==> config.mk <==
export PLATFORM = sky130hd
export DESIGN_NAME = sq_accum
export DESIGN_NICKNAME = d
export VERILOG_FILES = /design/src/rtl/sq_accum.sv
export SDC_FILE = /design/constraint.sdc
export NUM_CORES = 1
export LEC_CHECK = 0
export CAP_MARGIN = 40
export CORE_MARGIN = 2
export CORE_UTILIZATION = 60
export CTS_BUF_LIST = sky130_fd_sc_hd__clkbuf_16
export DETAILED_ROUTE_END_ITERATION = 8
export GPL_ROUTABILITY_DRIVEN = 1
export PLACE_DENSITY_LB_ADDON = 0.12
export SLEW_MARGIN = 20
export SYNTH_ARGS = -nofsm -noshare
export SYNTH_HDL_FRONTEND = slang
export SYNTH_SLANG_ARGS = --single-unit
==> constraint.sdc <==
create_clock -name clk -period 4.78 [get_ports clk]
set_input_delay 0.717 -clock clk [delete_from_list [all_inputs] [get_ports clk]]
set_output_delay 0.717 -clock clk [all_outputs]
set_load 0.02 [all_outputs]
==> src/rtl/sq_accum.sv <==
// sq_accum: pipelined pixel squarer with an optional window sum-of-squares.
// Stage 1 registers pixel*pixel; stage 2 either emits the square directly
// (mode 0) or folds it into an accumulator and emits the total after ACC_N
// accepted pixels (mode 1). Ready/valid handshakes on both sides.

module sq_accum #(
  parameter  int PIX_W = 8,
  parameter  int ACC_N = 16,
  localparam int CNT_W = $clog2(ACC_N),
  localparam int ACC_W = 2 * PIX_W + CNT_W
) (
  input  logic             clk,
  input  logic             rst_n,
  input  logic             clear,
  input  logic             mode,
  input  logic             in_valid,
  output logic             in_ready,
  input  logic [PIX_W-1:0] pixel,
  output logic             out_valid,
  input  logic             out_ready,
  output logic [ACC_W-1:0] out_data,
  output logic             out_last,
  output logic             busy
);

  localparam int              SQ_W     = 2 * PIX_W;
  localparam logic [CNT_W-1:0] LAST_CNT = CNT_W'(ACC_N - 1);

  // Stage 1 state
  logic             r_s1_v;
  logic [SQ_W-1:0]  r_sq;

  // Stage 2 / window state
  logic [ACC_W-1:0] r_acc;
  logic [CNT_W-1:0] r_win_cnt;
  logic             r_mode;

  // Output register
  logic [ACC_W-1:0] r_out_data;
  logic             r_out_valid;
  logic             r_out_last;

  // Combinational helpers
  logic             w_adv;
  logic             w_in_fire;
  logic             w_out_fire;
  logic             w_win_start;
  logic             w_win_end;
  logic             w_mode_eff;
  logic             w_emit;
  logic [SQ_W-1:0]  w_sq;
  logic [ACC_W-1:0] w_sq_ext;
  logic [ACC_W-1:0] w_sum;

  // Exact full-width square; both operands widened so no bits are lost.
  assign w_sq = {{PIX_W{1'b0}}, pixel} * {{PIX_W{1'b0}}, pixel};

  // Stage 2 moves when it holds data and the output register is free or draining.
  assign w_adv      = r_s1_v & (~r_out_valid | out_ready);
  assign w_out_fire = r_out_valid & out_ready;

  // Clear blocks intake for its cycle; while in reset the block reports ready.
  assign in_ready  = ~rst_n | (~clear & (~r_s1_v | w_adv));
  assign w_in_fire = in_valid & in_ready;

  // Mode is live only at a window boundary; inside a window the latched copy rules.
  assign w_win_start = (r_win_cnt == '0);
  assign w_win_end   = (r_win_cnt == LAST_CNT);
  assign w_mode_eff  = w_win_start ? mode : r_mode;

  // A result is produced for every square in mode 0, and on the last pixel in mode 1.
  assign w_emit = w_adv & (~w_mode_eff | w_win_end);

  assign w_sq_ext = {{CNT_W{1'b0}}, r_sq};
  assign w_sum    = r_acc + w_sq_ext;

  // Stage 1: capture the square of each accepted pixel, drop it once stage 2 takes it.
  always_ff @(posedge clk or negedge rst_n) begin
    if (!rst_n) begin
      r_s1_v <= 1'b0;
      r_sq   <= '0;
    end else if (clear) begin
      r_s1_v <= 1'b0;
    end else if (w_in_fire) begin
      r_s1_v <= 1'b1;
      r_sq   <= w_sq;
    end else if (w_adv) begin
      r_s1_v <= 1'b0;
    end
  end

  // Latch the mode while no window is open so a mid-window change waits its turn.
  always_ff @(posedge clk or negedge rst_n) begin
    if (!rst_n) begin
      r_mode <= 1'b0;
    end else if (w_win_start) begin
      r_mode <= mode;
    end
  end

  // Window accumulator and pixel counter; the final pixel resets the count.
  always_ff @(posedge clk or negedge rst_n) begin
    if (!rst_n) begin
      r_acc     <= '0;
      r_win_cnt <= '0;
    end else if (clear) begin
      r_acc     <= '0;
      r_win_cnt <= '0;
    end else if (w_adv && w_mode_eff) begin
      if (w_win_end) begin
        r_win_cnt <= '0;
      end else begin
        r_acc     <= w_win_start ? w_sq_ext : w_sum;
        r_win_cnt <= r_win_cnt + 1'b1;
      end
    end
  end

  // Output register: load a new result, otherwise retire the current one on handshake.
  always_ff @(posedge clk or negedge rst_n) begin
    if (!rst_n) begin
      r_out_data  <= '0;
      r_out_valid <= 1'b0;
      r_out_last  <= 1'b0;
    end else if (clear) begin
      r_out_data  <= '0;
      r_out_valid <= 1'b0;
      r_out_last  <= 1'b0;
    end else if (w_emit) begin
      r_out_data  <= w_mode_eff ? w_sum : w_sq_ext;
      r_out_valid <= 1'b1;
      r_out_last  <= 1'b1;
    end else if (w_out_fire) begin
      r_out_valid <= 1'b0;
      r_out_last  <= 1'b0;
    end
  end

  assign out_data  = r_out_data;
  assign out_valid = r_out_valid;
  assign out_last  = r_out_last;
  assign busy      = r_s1_v | (r_win_cnt != '0);

endmodule

==> metrics.csv, run 1 <==
metric,value,unit
power_per_cell_area,379,nW/µm²
routed_via_density,5.83,
syn_to_final_growth,20.9,%
dp_slack,-0.318,ns
chipWidth,97.4,µm
crit_path_frequent_cell,sky130_fd_sc_hd__fa_1,
clock_power_share,25.5,%
crit_path_top_delay_cell,sky130_fd_sc_hd__fa_1,
power.share.sequential,27.9,%
worstSetupPathType,input pin to flip-flop,
final_cell_mix,"sky130_fd_sc_hd__nand2_1 (64), sky130_fd_sc_hd__dfrtp_1 (62), sky130_fd_sc_hd__inv_1 (54)",
io-pin-count,38,
max_stage_delay,0.58,ns
final_global_route_overflow_total,0,
most_common_cell_after_layout_fill_and_taps_aside,sky130_fd_sc_hd__nand2_1,
post_cts_hold_buffer_count,0,
critical_path.cell_chain,"clkdlybuf4s50_1, inv_1, nor2_4, fa_1, fa_1, inv_1, fa_1, fa_1, inv_1, ha_1, nor3_4, o21ai_2, a31o_2, a21oi_2, xnor2_1, o21ai_1",
synth.cell_area,5240,µm²
floorplan.die.height,97.4,µm
synthAdderAreaFrac,21.0,%
detailroute.via_count,4435,
power.combinational.fraction,46.6,%
hold_slack,0.291,ns
worstMarginPinSlew,0.614,ns
final_report_max_slew_violation_count,0,
cts.repair.resized,0,
fin_area,6330,µm²
post_synth_arst_share,100,%
synth_cells,578,
synth-seq-area-share,29.6,%
global_route_wire_length_before_repair,20400,µm
synth.yosys.warnings,0,
cts.reportedPaths.clkPinSlew,0.05,ns
achievable-frequency,216,MHz
groute.usage.overall,26.3,%
report.final.hold_viol_count,0,
end_kind,flip-flop,
ant_nets,0,
final.setup.tns,0,ns
place_hpwl,8940,µm
timing.critical_path.required,4.99,ns
post_synth_and_or_nand_nor_area_fraction,15.7,%
ir_worst_vdd,208,µV
routed_wl,11800,µm
routedWlPerCell,15.5,µm
final.setup.worst_slack,0.145,ns
drc,0,
diodes,0,
final-setup-viol-count,0,
cts_buffer_depth,2,
synth_seq_cells,62,
maximum_number_of_pins_on_one_net_before_global_route_repair,63,
drt_pass1_iterations,5,
fin_nets,735,
power.share.switching,37.8,%
launching_element_type_of_the_critical_path,input pin,
tritoncts_clock_tree,done,
synth_enable_flop_cells,0,
antenna_found_initial,0,
main_combinational_cell_family_by_area_after_synthesis,adder cells,
row_count,34,
die_area,9490,µm²
switchingPower,0.908,mW
initial_core_util,60.9,%
cp.arrival,4.84,ns
outcome,finished clean,
clkLatencyLatePin,0.33,ns
dpl-instance-area,5960,µm²
numClockSinks,62,
final.setup_skew,0.00863,ns
grt_pass1_vias,4561,
synth.distinct_cells,62,
cell_internal_pwr,1.49,mW
critical_path_buf_inv_count,4,
drive_gt1_share,12.9,%
buffer_ports.inserted,37,
ctsRootBufferMaster,sky130_fd_sc_hd__clkbuf_16,
final_core_utilization,73.7,%
fillers,651,
crit_path_max_fanout,3,
post_cts_buffers,0,
timing.hold.worst.class,input pin to asynchronous set/reset pin,
synth-compound-area-share,18.0,%
initialDrtViolationCount,188,
worst_max_slew_margin_expressed_relative_to_the_limit,59.0,%
synthesis.area_per_instance,9.06,µm²
total_leakage_power,3.03,nW
family_of_cells_with_the_greatest_summed_delay_on_the_critical_path,adder cells,
period_share,97.0,%
cts_made_buffers,9,
std_cell_core_area,8590,µm²
post_synth_xor_area_fraction,5.69,%
synth-main-ff-cell,sky130_fd_sc_hd__dfrtp_1,
synth.net_count,665,
timing.final.crit_period,4.64,ns
cts.htree.levels,3,
gpl.final_weighted_congestion,0.932,
synth.mux.area_fraction,3.97,%
max_cap_viols,0,
layer usage:
metal / track usage, % / wire [µm] / up-vias
met1: 30.6 / 4820 / 2127
met2: 47.5 / 6060 / 115
li1: - / - / 2161
met4: 13.2 / 358 / 0
met5: 0 / 0 / -
met3: 3.02 / 521 / 32
cells by family after synthesis:
logic type | count (synthesis)
simple gates | 167
fa+ha+maj | 73
flops | 62
mux | 20
xor+xnor | 34
buf+inv | 77
compound gates | 145
metrics by stage:
stage,instances,total power [mW]
floorplan,578,1.39
global placement,741,1.68
detailed placement,743,1.73
CTS,759,2.35
global route,761,2.57
finish,761,2.40
synth_stat cells, types with 7 or more instances:
library cell	count	area share, %
sky130_fd_sc_hd__nand2_1	64	4.6
sky130_fd_sc_hd__dfrtp_1	62	30
sky130_fd_sc_hd__inv_1	53	3.8
sky130_fd_sc_hd__ha_1	48	11
sky130_fd_sc_hd__nor2_1	32	2.3
sky130_fd_sc_hd__o21ai_1	29	2.8
sky130_fd_sc_hd__fa_1	25	9.6
sky130_fd_sc_hd__a21oi_1	22	2.1
sky130_fd_sc_hd__o21ai_0	22	2.1
sky130_fd_sc_hd__xnor2_1	22	3.7
sky130_fd_sc_hd__and2_1	20	2.4
sky130_fd_sc_hd__clkbuf_1	15	1.1
sky130_fd_sc_hd__nand3_1	15	1.4
sky130_fd_sc_hd__mux2i_1	14	2.7
sky130_fd_sc_hd__xor2_1	12	2.0
sky130_fd_sc_hd__a21o_1	11	1.6
sky130_fd_sc_hd__a32oi_1	10	1.7
sky130_fd_sc_hd__nor3_1	7	0.67
final cells by class:
cell class                      instances  area (µm²)  share of cell area, %
Clock buffer                            9         225                   3.56
Clock inverter                          7        56.3                  0.889
Inverter                               55         208                   3.28
Multi-Input combinational cell        439        3420                   54.1
Sequential cell                        62        1550                   24.5
Tap cell                              108         135                   2.13
Timing Repair Buffer                   81         732                   11.6
state kept, by name, summed over array words and instances, names as in the netlist:
name	cells
r_s1_v	1
r_win_cnt	4
out_last	1
out_data	20
r_sq	15
r_mode	1
r_acc	20
power groups by stage:
stage / Combinational, mW / Clock [mW] / Sequential (mW)
2_1_floorplan: 0.726 / 0 / 0.662
3_3_place_gp: 1.01 / 0 / 0.671
3_5_place_dp: 1.06 / 0 / 0.676
4_1_cts: 1.07 / 0.616 / 0.669
5_1_grt: 1.25 / 0.638 / 0.681
6_report: 1.12 / 0.612 / 0.670
worst paths after layout:
path / slack [ns] / end / cells past startpoint / from
max: 0.14 / r_sq[15]$_DFFE_PN0P_ / 16 / pixel[3]
min: 0.29 / r_win_cnt[2]$_DFFE_PN0P_ / 2 / rst_n
max reg2reg: 1.98 / out_data[11]$_DFFE_PN0P_ / 8 / r_win_cnt[0]$_DFFE_PN0P_
min reg2reg: 0.48 / out_data[16]$_DFFE_PN0P_ / 2 / out_data[16]$_DFFE_PN0P_
max in group asynchronous: 4.00 / r_acc[3]$_DFFE_PN0P_ / 3 / rst_n
min in group clk: 0.48 / out_data[16]$_DFFE_PN0P_ / 2 / out_data[16]$_DFFE_PN0P_
(Power assumes the default switching activity.)
==> run 2, diff against run 1 <==
CAP_MARGIN = unset   (was 40)
==> run 2 against run 1 <==
Compared with the run above:
- register-to-register slack got worse by 0.14 ns
- setup slack got worse by 0.013 ns
- clock skew decreased by 0.0017 ns
- count of clock-buffer cells in the layout unchanged
- worst hold slack improved by 0.19 ns
- utilization decreased by 0.33 points
- critical path type unchanged
- critical endpoint unchanged
==> metrics.csv, run 2 (synthesis results as in run 1) <==
metric,value,unit
floorplan.die.height,97.4,µm
initialDrtViolationCount,193,
end_kind,flip-flop,
finalPower,2.45,mW
most_common_cell_after_layout_fill_and_taps_aside,sky130_fd_sc_hd__nand2_1,
buffer_ports.inserted,37,
fin_nets,731,
routed_via_density,5.84,
switchingPower,0.912,mW
worst_setup_path_startpoint,pixel[7],
power.share.sequential,27.3,%
period_share,97.2,%
reg2reg_to,r_acc[7]$_DFFE_PN0P_,
detailroute.via_count,4419,
final_core_utilization,73.4,%
worstMarginPinSlew,1.04,ns
total_leakage_power,3.03,nW
final_cell_mix,"sky130_fd_sc_hd__nand2_1 (64), sky130_fd_sc_hd__dfrtp_1 (62), sky130_fd_sc_hd__inv_1 (55)",
chipWidth,97.4,µm
final-setup-viol-count,0,
io-pin-count,38,
drc,0,
power.share.switching,37.2,%
power_per_cell_area,389,nW/µm²
cts_buffer_depth,2,
dpl-instance-area,5940,µm²
timing.final.crit_period,4.65,ns
final_report_max_slew_violation_count,0,
numClockSinks,62,
routed_wl,11800,µm
global_route_wire_length_before_repair,20400,µm
final_global_route_overflow_total,0,
hold_slack,0.479,ns
cts_made_buffers,9,
die_area,9490,µm²
timing.critical_path.required,4.95,ns
drive_gt1_share,12.5,%
timing_endpoint_of_the_critical_path,r_sq[15]$_DFFE_PN0P_,
cp.arrival,4.82,ns
std_cell_core_area,8590,µm²
cell_internal_pwr,1.54,mW
row_count,34,
maximum_number_of_pins_on_one_net_before_global_route_repair,63,
tritoncts_clock_tree,done,
reg_to_reg_slack_setup,1.84,ns
worstSetupPathType,input pin to flip-flop,
ctsRootBufferMaster,sky130_fd_sc_hd__clkbuf_16,
launching_element_type_of_the_critical_path,input pin,
report.final.hold_viol_count,0,
ir_worst_vdd,170,µV
ant_nets,0,
reg2reg_depth,9,
timing.hold.worst.class,flip-flop to flip-flop,
clkLatencyLatePin,0.33,ns
antenna_found_initial,0,
regToRegStartpoint,r_win_cnt[0]$_DFFE_PN0P_,
groute.usage.overall,26.0,%
outcome,finished clean,
syn_to_final_growth,20.4,%
power.combinational.fraction,45.6,%
final.setup.tns,0,ns
diodes,0,
drt_pass1_iterations,5,
clock_power_share,27.1,%
post_cts_buffers,0,
grt_pass1_vias,4489,
initial_core_util,60.9,%
worst_max_slew_margin_expressed_relative_to_the_limit,30.7,%
routedWlPerCell,15.6,µm
fin_area,6300,µm²
cts.reportedPaths.clkPinSlew,0.05,ns
final.setup_skew,0.00693,ns
achievable-frequency,215,MHz
place_hpwl,8910,µm
max_cap_viols,0,
crit_path_max_fanout,5,
gpl.final_weighted_congestion,0.932,
cts.htree.levels,3,
## run 2: cell count changes in the layout (fill, tap and decap cells not counted), sizes merged
| cell | previous run | this run |
|---|---|---|
| dlymetal6s2s | 2 | 4 |
| clkdlybuf4s50 | 34 | 32 |
| buf | 45 | 41 |
| inv | 55 | 56 |
| clkinv | 6 | 4 |
| bufinv | 1 | 2 |
## run 2: worst min path at each step
stage / startpoint / end / cells after the start
2_1_floorplan: rst_n / out_data[0]$_DFFE_PN0P_ / 0
3_3_place_gp: r_acc[11]$_DFFE_PN0P_ / r_acc[11]$_DFFE_PN0P_ / 2
3_5_place_dp: out_data[17]$_DFFE_PN0P_ / out_data[17]$_DFFE_PN0P_ / 2
4_1_cts: r_acc[11]$_DFFE_PN0P_ / r_acc[11]$_DFFE_PN0P_ / 2
5_1_grt: out_data[17]$_DFFE_PN0P_ / out_data[17]$_DFFE_PN0P_ / 2
6_report: out_data[16]$_DFFE_PN0P_ / out_data[16]$_DFFE_PN0P_ / 2
## run 2: metrics by stage
stage	setup WS, ns	std cells
6_report	0.132	757
5_1_grt	-0.0378	757
4_1_cts	0.0189	757
3_5_place_dp	-0.376	741
3_3_place_gp	-0.148	741
2_1_floorplan	0.312	578
## run 2: area by class of cell
cell class / count / area (µm²)
well taps: 108 / 135
multi-input cells: 439 / 3430
inverters: 55 / 208
clock inverters: 7 / 81.3
clock buffers: 9 / 225
repair buffers: 77 / 676
fillers: 651 / 2290
flip-flops and latches: 62 / 1550
## run 2: per-layer routing
layer / up-vias / wire length [µm] / GRT usage, %
met5: - / 0 / 0
met4: 0 / 185 / 8.33
met3: 17 / 419 / 3.45
met2: 102 / 6220 / 47.4
met1: 2160 / 4970 / 31.7
li1: 2140 / - / -
## run 2: critical path: stages
cell and delay [ns]:
sky130_fd_sc_hd__clkdlybuf4s50_1 0.47, sky130_fd_sc_hd__and2_1 0.21, sky130_fd_sc_hd__fa_1 0.51, sky130_fd_sc_hd__fa_1 0.55
sky130_fd_sc_hd__inv_1 0.06, sky130_fd_sc_hd__fa_1 0.50, sky130_fd_sc_hd__fa_1 0.55, sky130_fd_sc_hd__inv_1 0.05
sky130_fd_sc_hd__ha_1 0.32, sky130_fd_sc_hd__nor3_2 0.20, sky130_fd_sc_hd__nor2_2 0.09, sky130_fd_sc_hd__a31o_2 0.22
sky130_fd_sc_hd__a21oi_2 0.14, sky130_fd_sc_hd__xnor2_1 0.14, sky130_fd_sc_hd__o21ai_1 0.09
## run 2: power groups by stage
| stage | combinational [mW] | clock (mW) | sequential, mW |
|---|---|---|---|
| 6_report | 1.12 | 0.665 | 0.668 |
| 5_1_grt | 1.26 | 0.693 | 0.679 |
| 4_1_cts | 1.06 | 0.673 | 0.667 |
| 3_5_place_dp | 1.05 | 0 | 0.675 |
| 3_3_place_gp | 1.01 | 0 | 0.671 |
| 2_1_floorplan | 0.726 | 0 | 0.662 |
## run 2: repair_timing
action	4_1_cts	5_1_grt
endpoints found under the hold margin	0	0
pin swaps	0	3
gates resized for setup	1	17
endpoints found under the setup margin	1	5
hold buffers	0	0
==> run 3, diff against run 2 <==
CTS_BUF_LIST = sky130_fd_sc_hd__clkbuf_8   (was sky130_fd_sc_hd__clkbuf_16)
SETUP_SLACK_MARGIN = 0.3   (was unset)
==> run 3 against run 2 <==
Compared with the run above:
- flip-flop and latch count is the same
- routed wire length shrank 1.1%
- count of clock-buffer cells in the layout grew 1
- fmax grew 7.6%
- cell count is the same
- register-to-register slack is essentially flat
- die area is the same
- critical endpoint unchanged
==> metrics.csv, run 3 (synthesis results as in run 1) <==
metric,value,unit
crit_path_max_fanout,4,
final-setup-viol-count,0,
max_cap_viols,0,
row_count,34,
buffer_ports.inserted,37,
fillers,670,
post_cts_buffers,0,
most_common_cell_after_layout_fill_and_taps_aside,sky130_fd_sc_hd__nand2_1,
cts.reportedPaths.clkPinSlew,0.07,ns
end_kind,flip-flop,
initialDrtViolationCount,174,
power_per_cell_area,368,nW/µm²
final_global_route_overflow_total,0,
tritoncts_clock_tree,done,
final_cell_mix,"sky130_fd_sc_hd__nand2_1 (64), sky130_fd_sc_hd__dfrtp_1 (62), sky130_fd_sc_hd__inv_1 (55)",
total_leakage_power,2.98,nW
syn_to_final_growth,18.6,%
initial_core_util,60.9,%
critical_path_buf_inv_count,3,
timing.final.crit_period,4.32,ns
final_report_max_slew_violation_count,0,
gpl.final_weighted_congestion,0.932,
antenna_found_initial,0,
fin_nets,731,
routed_via_density,5.82,
cp.arrival,4.51,ns
setup_repair_after_global_routing_missed_its_margin,no,
drc,0,
global_routing_usage_on_met1,32.1,%
dp_slack,-0.376,ns
family_of_cells_with_the_greatest_summed_delay_on_the_critical_path,adder cells,
floorplan.die.height,97.4,µm
io-pin-count,38,
die_area,9490,µm²
global_route_wire_length_before_repair,20400,µm
outcome,finished clean,
chipWidth,97.4,µm
detailroute.via_count,4409,
ir_worst_vdd,164,µV
grt_pass1_vias,4423,
routedWlPerCell,15.4,µm
grt_busiest_layer,met2,
post_cts_hold_buffer_count,0,
routed_wl,11700,µm
cts.htree.levels,3,
numClockSinks,62,
std_cell_core_area,8590,µm²
drt_pass1_iterations,5,
worstSetupPathType,input pin to flip-flop,
maximum_number_of_pins_on_one_net_before_global_route_repair,63,
period_share,90.4,%
final.setup.worst_slack,0.459,ns
groute.usage.overall,26.1,%
final_core_utilization,72.3,%
final.setup_skew,0.0128,ns
met2_usage,47.5,%
diodes,0,
launching_element_type_of_the_critical_path,input pin,
worstMarginPinSlew,1.03,ns
crit_path_top_delay_cell,sky130_fd_sc_hd__fa_1,
cts_buffer_depth,2,
ctsRootBufferMaster,sky130_fd_sc_hd__clkbuf_8,
worst_max_slew_margin_expressed_relative_to_the_limit,30.9,%
place_hpwl,8910,µm
achievable-frequency,231,MHz
met3_global_route_usage,4.39,%
clkLatencyLatePin,0.34,ns
timing.critical_path.required,4.97,ns
max_stage_delay,0.55,ns
drive_gt1_share,13.3,%
cts_made_buffers,9,
critical_path.cell_chain,"dlygate4sd2_1, and2_4, fa_1, fa_1, inv_1, fa_1, fa_1, inv_1, ha_2, nor3_4, o21ai_2, a31o_2, a21oi_2, xnor2_1, o21ai_1",
ant_nets,0,
crit_path_frequent_cell,sky130_fd_sc_hd__fa_1,
timing.hold.worst.class,flip-flop to flip-flop,
report.final.hold_viol_count,0,
run 3: final timing paths:
| check | slack (ns) | cells past startpoint | from | to |
|---|---|---|---|---|
| worst max-delay path | 0.46 | 15 | pixel[7] | r_sq[15]$_DFFE_PN0P_ |
| worst min-delay path | 0.48 | 2 | out_data[16]$_DFFE_PN0P_ | out_data[16]$_DFFE_PN0P_ |
| worst max register to register | 1.83 | 9 | r_win_cnt[0]$_DFFE_PN0P_ | r_acc[7]$_DFFE_PN0P_ |
| worst min register to register | 0.48 | 2 | out_data[16]$_DFFE_PN0P_ | out_data[16]$_DFFE_PN0P_ |
| max in group asynchronous | 3.72 | 2 | rst_n | r_acc[3]$_DFFE_PN0P_ |
| min in group asynchronous | 0.53 | 2 | rst_n | r_win_cnt[2]$_DFFE_PN0P_ |
run 3: timing repair:
item | in CTS | in global routing
gates cloned | 0 | 0
pin swaps | 6 | 1
endpoints found under the setup margin | 7 | 7
gates resized for setup | 19 | 10
run 3: metrics by stage:
step                power [mW]  hold WS, ns  instances  setup TNS (ns)  cell area, µm²
global route              2.47        0.515        757               0            6210
global placement          1.68        0.466        741          -0.613            5940
detailed placement        1.73        0.475        741           -1.77            5940
CTS                       2.26        0.487        757               0            6190
floorplan                 1.39        0.421        578               0            5240
finish                    2.28        0.485        757               0            6210
run 3: area by class of cell:
| type | count | area, µm² | share of cell area [%] |
|---|---|---|---|
| inverters | 55 | 208 | 3.34 |
| clock buffers | 10 | 138 | 2.22 |
| multi-input cells | 439 | 3440 | 55.4 |
| well taps | 108 | 135 | 2.18 |
| repair buffers | 77 | 659 | 10.6 |
| flip-flops and latches | 62 | 1550 | 25.0 |
| clock inverters | 6 | 77.6 | 1.25 |
run 3: layer usage:
metal  share of wire, %  vias up
li1                   -     2141
met1                 43     2164
met2                 53       93
met3                3.3       11
met4               0.91        0
met5                  0        -
run 3: power by group:
part / leakage [nW] / total (mW) / switching [mW] / internal, mW
clock: 0.119 / 0.497 / 0.195 / 0.302
sequential: 0.836 / 0.667 / 0.0740 / 0.593
combinational: 2.02 / 1.12 / 0.617 / 0.503
total: 2.98 / 2.28 / 0.886 / 1.40
run 3: worst min-delay path, delay by kind of cell, from the launching register on:
kind               cells  cell delay (ns)
and+or+nand+nor        1             0.05
DFF                    1             0.34
AOI/OAI and AO/OA      1             0.06
